==> src/rtl/muldiv_pkg.sv <==
// Shared definitions for the EX-stage iterative multiply/divide unit.
package muldiv_pkg;

    localparam logic [2:0] RTYPE_EXOP_DEF = 3'd2;
    localparam int         ITERS_DEF      = 32;

    localparam logic [5:0] FUN_MFHI  = 6'h10;
    localparam logic [5:0] FUN_MTHI  = 6'h11;
    localparam logic [5:0] FUN_MFLO  = 6'h12;
    localparam logic [5:0] FUN_MTLO  = 6'h13;
    localparam logic [5:0] FUN_MULT  = 6'h18;
    localparam logic [5:0] FUN_MULTU = 6'h19;
    localparam logic [5:0] FUN_DIV   = 6'h1A;
    localparam logic [5:0] FUN_DIVU  = 6'h1B;

    typedef enum logic [1:0] {IDLE, ITER, FIX, DONE} mdState_t;

    function automatic logic [31:0] absVal(input logic [31:0] v, input logic signedOp);
        return (signedOp && v[31]) ? (~v + 32'd1) : v;
    endfunction

endpackage

==> src/rtl/muldiv_core.sv <==
// Iterative datapath: MSB-first shift-add multiply and restoring divide on magnitudes,
// with the sign fix-up applied combinationally on the accumulated result.
module muldiv_core
    import muldiv_pkg::*;
#(
    parameter int ITERS = ITERS_DEF
)(
    input  logic        clk,
    input  logic        rst_n,
    input  logic        start,
    input  logic        step,
    input  logic        isDiv,
    input  logic        isSigned,
    input  logic [31:0] opA,
    input  logic [31:0] opB,
    output logic        lastStep,
    output logic [31:0] resHi,
    output logic [31:0] resLo
);

    localparam int CW = $clog2(ITERS) + 1;

    logic [63:0]   acc;
    logic [63:0]   accNext;
    logic [63:0]   prod;
    logic [31:0]   shiftReg;
    logic [31:0]   addend;
    logic [31:0]   rawA;
    logic [31:0]   quot;
    logic [31:0]   rem;
    logic [32:0]   trial;
    logic [CW-1:0] count;
    logic          divMode;
    logic          divZero;
    logic          negRes;
    logic          negRem;

    // Divide keeps {quotient, remainder} in acc; the remainder stays below the divisor.
    always_comb begin
        trial   = {acc[31:0], shiftReg[31]};
        accNext = acc;
        if (divMode) begin
            if (trial >= {1'b0, addend}) begin
                accNext = {acc[62:32], 1'b1, 32'(trial - {1'b0, addend})};
            end else begin
                accNext = {acc[62:32], 1'b0, trial[31:0]};
            end
        end else begin
            accNext = {acc[62:0], 1'b0} + (shiftReg[31] ? {32'd0, addend} : 64'd0);
        end
    end

    always_comb begin
        quot = negRes ? (~acc[63:32] + 32'd1) : acc[63:32];
        rem  = negRem ? (~acc[31:0] + 32'd1) : acc[31:0];
        prod = negRes ? (~acc + 64'd1) : acc;
        if (divZero) begin
            resHi = rawA;
            resLo = 32'hFFFF_FFFF;
        end else if (divMode) begin
            resHi = rem;
            resLo = quot;
        end else begin
            resHi = prod[63:32];
            resLo = prod[31:0];
        end
    end

    assign lastStep = (count == CW'(ITERS - 1));

    always_ff @(posedge clk or negedge rst_n) begin
        if (!rst_n) begin
            acc      <= '0;
            count    <= '0;
            shiftReg <= '0;
            addend   <= '0;
            rawA     <= '0;
            divMode  <= 1'b0;
            divZero  <= 1'b0;
            negRes   <= 1'b0;
            negRem   <= 1'b0;
        end else if (start) begin
            acc      <= '0;
            count    <= '0;
            divMode  <= isDiv;
            divZero  <= isDiv && (opB == 32'd0);
            rawA     <= opA;
            negRes   <= isSigned && (opA[31] ^ opB[31]);
            negRem   <= isSigned && isDiv && opA[31];
            shiftReg <= isDiv ? absVal(opA, isSigned) : absVal(opB, isSigned);
            addend   <= isDiv ? absVal(opB, isSigned) : absVal(opA, isSigned);
        end else if (step) begin
            acc      <= accNext;
            count    <= count + CW'(1);
            shiftReg <= {shiftReg[30:0], 1'b0};
        end
    end

endmodule

==> src/rtl/ex_muldiv_unit.sv <==
// EX-stage multiply/divide unit: decode, sequencing FSM, HI/LO ownership and pipeline stall.
//  state | meaning
//  IDLE  | accepts start ops and MTHI/MTLO, serves MFHI/MFLO
//  ITER  | one multiply/divide step per cycle
//  FIX   | sign-corrected result valid, HI/LO written on exit
//  DONE  | result committed, stall released so the op advances
module ex_muldiv_unit
    import muldiv_pkg::*;
#(
    parameter logic [2:0] RTYPE_EXOP = RTYPE_EXOP_DEF,
    parameter int         ITERS      = ITERS_DEF
)(
    input  logic        clk,
    input  logic        rst_n,
    input  logic        ex_flush,
    input  logic [2:0]  ex_exop,
    input  logic [5:0]  ex_fun,
    input  logic [31:0] op_a,
    input  logic [31:0] op_b,
    input  logic        kill,
    output logic        stall_o,
    output logic        busy_o,
    output logic [31:0] hilo_rd,
    output logic        hilo_rd_valid,
    output logic [31:0] hi_o,
    output logic [31:0] lo_o
);

    mdState_t    state;
    logic [31:0] hiReg;
    logic [31:0] loReg;
    logic        busyReg;
    logic        opValid;
    logic        isMul;
    logic        isDivOp;
    logic        isStart;
    logic        isMf;
    logic        isMt;
    logic        isSigned;
    logic        divByZero;
    logic        coreStart;
    logic        coreStep;
    logic        lastStep;
    logic [31:0] resHi;
    logic [31:0] resLo;

    always_comb begin
        opValid   = !ex_flush && (ex_exop == RTYPE_EXOP);
        isMul     = opValid && (ex_fun == FUN_MULT || ex_fun == FUN_MULTU);
        isDivOp   = opValid && (ex_fun == FUN_DIV || ex_fun == FUN_DIVU);
        isStart   = isMul || isDivOp;
        isMf      = opValid && (ex_fun == FUN_MFHI || ex_fun == FUN_MFLO);
        isMt      = opValid && (ex_fun == FUN_MTHI || ex_fun == FUN_MTLO);
        isSigned  = (ex_fun == FUN_MULT) || (ex_fun == FUN_DIV);
        divByZero = isDivOp && (op_b == 32'd0);
    end

    assign coreStart = (state == IDLE) && isStart && !kill;
    assign coreStep  = (state == ITER) && !kill;

    assign stall_o = !kill && ((isStart && state != DONE) ||
                               ((isMf || isMt) && state != IDLE && state != DONE));

    assign hilo_rd_valid = isMf && (state == IDLE || state == DONE);
    assign hilo_rd       = !hilo_rd_valid ? 32'd0 : ((ex_fun == FUN_MFHI) ? hiReg : loReg);

    assign busy_o = busyReg;
    assign hi_o   = hiReg;
    assign lo_o   = loReg;

    muldiv_core #(.ITERS(ITERS)) u_core (
        .clk      (clk),
        .rst_n    (rst_n),
        .start    (coreStart),
        .step     (coreStep),
        .isDiv    (isDivOp),
        .isSigned (isSigned),
        .opA      (op_a),
        .opB      (op_b),
        .lastStep (lastStep),
        .resHi    (resHi),
        .resLo    (resLo)
    );

    always_ff @(posedge clk or negedge rst_n) begin
        if (!rst_n) begin
            state   <= IDLE;
            busyReg <= 1'b0;
            hiReg   <= '0;
            loReg   <= '0;
        end else if (kill) begin
            state   <= IDLE;
            busyReg <= 1'b0;
        end else begin
            unique case (state)
                IDLE: begin
                    if (isStart) begin
                        state   <= divByZero ? FIX : ITER;
                        busyReg <= 1'b1;
                    end else if (isMt) begin
                        if (ex_fun == FUN_MTHI) hiReg <= op_a;
                        else                    loReg <= op_a;
                    end
                end
                ITER: begin
                    if (lastStep) state <= FIX;
                end
                FIX: begin
                    state <= DONE;
                    hiReg <= resHi;
                    loReg <= resLo;
                end
                DONE: begin
                    state   <= IDLE;
                    busyReg <= 1'b0;
                end
                default: begin
                    state   <= IDLE;
                    busyReg <= 1'b0;
                end
            endcase
        end
    end

endmodule

==> config.mk <==
export PLATFORM = sky130hd
export DESIGN_NAME = ex_muldiv_unit
export DESIGN_NICKNAME = d
export VERILOG_FILES = /design/src/rtl/muldiv_pkg.sv /design/src/rtl/muldiv_core.sv /design/src/rtl/ex_muldiv_unit.sv
export SDC_FILE = /design/constraint.sdc
export NUM_CORES = 1
export LEC_CHECK = 0
export BUFFER_PORTS_ARGS = -buffer_cell sky130_fd_sc_hd__buf_2
export CAP_MARGIN = 20
export CORE_UTILIZATION = 46
export DETAILED_ROUTE_END_ITERATION = 12
export PLACE_DENSITY = 0.62
export REMOVE_ABC_BUFFERS = 1
export SLEW_MARGIN = 20
export SYNTH_ARGS = -nofsm -noshare
export SYNTH_HDL_FRONTEND = slang
export SYNTH_SLANG_ARGS = --single-unit
==> constraint.sdc <==
create_clock -name clk -period 5.4 [get_ports clk]
set_clock_uncertainty 0.15 [all_clocks]
set_input_delay 0.54 -clock clk [delete_from_list [all_inputs] [get_ports clk]]
set_output_delay 0.54 -clock clk [all_outputs]
set_load 0.005 [all_outputs]
==> impl_results.md <==
- Register area share after synthesis: 0.296
- Total wire length: 74,600 µm
- Total Nets Final: 2,910
- Arrival time worst endpoint: about 4.9 ns
- Synth-to-Final Area Change: 11.0%
- HP Class: primary input to register
- RR Endpoint: u_core.acc[63]
- Final Util: 0.517
- Outcome: complete, but fails checks
- WP data required: roughly 5.8 ns
- Fin crit share: 0.836
- Leak: 9.62 nW
- DRC: 1
- Crit-path cells: inv_1 > nor2_1 > ha_1 > o211ai_1 > nor4_1 > a21oi_1 > a211oi_1 > o21ai_0 > buf_4 > a211oi_1 > nor3_1 > nor2_1 > or4b_2 > nand3_1
- Worst skew pair latency: 0.60 ns
- CTS clk-pin slew, worst paths: 0.06 ns
- Total track usage: 0.332
- Num Clock Sinks: 237
- Chip Height: 211 µm
- GR Overflow Total: 0
- Vias in the first global route: 18.8k
- Fmax: 221 MHz
- TritonCTS clock tree: built
- CTS Buffer Depth: 3
- Pin count of the biggest net entering global routing: roughly 120
- Post-synth EDFFs: 0
- CTS Buf Count: 29
- Worst slew margin: 0.340
- Crit Path Class: register to register
- CTS root buf: clkbuf_16
- H-tree depth: 1
- Top Ports: around 180
- Crit Path Max Fanout: 21
- Hold Crit Depth: 2
- Total die area: 44,400 µm²
- Maximum VDD drop: 0.000309 V
- Share of cells above drive strength 1: 0.112
- Width of the die: 211 µm
- GPL Wtd Cong: 0.994
- DR vias/cell: 6.05
- DR WL/cell: 22.2 µm
- Top FF cell, synth: dfrtp_1
- Setup TNS: 0 ns
- Tmin final: 4.52 ns
- Final Hold Fails: 0
- Hold EP: busy_o
- Synth Area per Inst: 7.38 µm²
- Yosys warnings: 0
- Synthesized area: 20,000 µm²
- First-pass GRT wire length: 114,000 µm
- Failing checks: DRC
- Hold Startpoint: kill
- DP Worst Slack: 1.05 ns
- Final Setup Violations: 0
- Routed via count: 20.3k
- Pwr/cell area: 474 nW/µm²
- Post-Synthesis Cells: approximately 2.7k
- Number of antenna diodes: 0
- Slowest cell on the critical path: or4b_2
- Dpl hpwl: 56,400 µm
- R2R depth: 14
- Num rows: 76
- Number of distinct library cells after synthesis: slightly above 80
- Initial DRC Count: 1,995
- Flop2flop setup slack: roughly 0.88 ns
- Starting Density: 0.465
- Number of routed nets with antenna violations: 0
- Port Buffers: 175
- Initial DRT Pass Iterations: 9
- Setup slack after layout: 0.883 ns
- FFs w/ async S/R, synth: 1.00
- Critical Path End Type: register
- Setup crit start kind: register
- Final-report max-slew violation count: 0
- Initial antenna violation count: 0
- Max_cap viols: 0
- Reg2reg start: u_core.shiftReg[31]
- Slew @ Worst Pin: 0.988 ns
- Max incr delay on CP: 0.58 ns
- Core Footprint: ~43,000 µm²
- Seq cells post-synth: between 200 and 250
- RSZ-0062 raised after global routing: false
## Yosys cell counts (all sizes together) (26+ instances only)
master / n / share of area
a21oi: 256 / 0.064
nand4: 26 / 0.0081
o22ai: 50 / 0.016
nand3: 31 / 0.0080
xnor2: 160 / 0.070
nor4: 29 / 0.010
a21o: 33 / 0.012
inv: 76 / 0.014
clkbuf: 173 / 0.033
dfrtp: 237 / 0.30
o21ai: 262 / 0.066
o31ai: 33 / 0.013
nand2: 469 / 0.088
buf: 39 / 0.0097
ha: 74 / 0.046
or4: 33 / 0.013
or3: 44 / 0.014
nor2: 244 / 0.046
nor3: 36 / 0.0090
a31oi: 26 / 0.0081
xor2: 107 / 0.047
## cells in the final DEF, fill, tap and decap left out, types with 12 or more instances in the layout
master     synthesis  final
ha_1              74     73
o21ai_0          242    242
inv_1             76     76
a211oi_1          22     22
o41ai_1           13     12
nor2b_1           12     12
nand3_1           30     30
o21ai_1           18     18
a22oi_1           22     22
nor2_1           244    243
nand2_1          469    467
nor4_1            26     25
nand2b_1          22     22
xnor2_1          160    160
nor3_1            36     36
a21oi_1          255    255
mux2i_1           21     21
a21o_1            33     33
o31ai_1           31     31
xor2_1           107    107
a31oi_1           26     26
o22ai_1           50     50
or2_2             13     13
buf_2             20    174
or4_1             28     28
nand4_1           26     26
o221ai_1          17     17
or3_1             42     42
and3_1            21     21
clkbuf_16          0     29
dfrtp_1          237    235
o211ai_1          12     12
buf_4              2     45
## cell type report
type / instances / area, µm²
multi-input combinational: 2191 / 13000
inverter: 76 / 285
clock inverter: 7 / 154
clock buffer: 45 / 866
tap: 585 / 732
sequential: 237 / 5940
timing repair buffer: 222 / 1250
fill: 4280 / 20800
## stage by stage
stage               hold slack [ns]  area (µm²)  total power [mW]  cells
floorplan                    0.0944       19200              6.45   2504
global placement              0.301       21200              8.26   3309
detailed placement            0.308       21200              8.34   3309
CTS                          0.0193       22200              10.5   3362
global route                 0.0439       22300              11.2   3363
finish                       0.0276       22300              10.6   3363
## timing repair
item | 4_1_cts | 5_1_grt
buffers inserted | 0 | 0
gates resized for setup | 0 | 0
hold buffers | 1 | 0
endpoints found under the hold margin | 112 | 0
## how the worst max path moves through the flow
stage	from	slack, ns	endpoint	cells after the start
floorplan	u_core.shiftReg[31]	-2.48	u_core.acc[28]	11
global placement	u_core.shiftReg[31]	1.13	u_core.acc[63]	14
detailed placement	u_core.shiftReg[31]	1.05	u_core.acc[63]	14
CTS	u_core.shiftReg[31]	1.03	u_core.acc[63]	14
global route	u_core.shiftReg[31]	0.65	u_core.acc[47]	15
finish	u_core.shiftReg[31]	0.88	u_core.acc[63]	14
## worst max-delay path, delay by kind of cell (launching register included)
family	cells	cell delay [ns]
AND/OR/NAND/NOR	6	1.41
flip-flops	1	0.41
AO/OA/AOI/OAI	5	1.34
buffers and inverters	2	0.71
adder cells (fa/ha/maj)	1	0.41
## where the power goes
| group | switching, mW | internal, mW | leakage [nW] |
|---|---|---|---|
| combinational | 3.19 | 2.06 | 6.11 |
| clock | 0.831 | 1.29 | 0.499 |
| sequential | 0.871 | 2.32 | 3.02 |
| total | 4.89 | 5.66 | 9.62 |
## flip-flops by register name (all words and copies together), names as in the netlist
signal / cells
u_core.acc: 64
hi_o: 32
lo_o: 32
u_core.addend: 32
u_core.rawA: 32
u_core.shiftReg: 32
u_core.count: 6
state: 2
busy_o: 1
u_core.divMode: 1
u_core.divZero: 1
u_core.negRem: 1
u_core.negRes: 1
## routing by layer
| layer | up-vias | routed length, µm | GRT usage |
|---|---|---|---|
| met1 | 9818 | 33300 | 0.462 |
| li1 | 9593 | - | - |
| met5 | - | 0 | 0 |
| met3 | 136 | 5290 | 0.0446 |
| met2 | 794 | 33300 | 0.528 |
| met4 | 0 | 2630 | 0.111 |
## kinds of logic (layout without fill, tap and decap cells)
family	Yosys count	after routing	synth area share
buf+inv	288	350	0.0565
flops	237	237	0.296
compound gates	814	814	0.241
simple gates	1012	1012	0.230
xor+xnor	267	267	0.117
mux	22	22	0.0116
fa+ha+maj	76	76	0.0482
(Power assumes the default switching activity.)
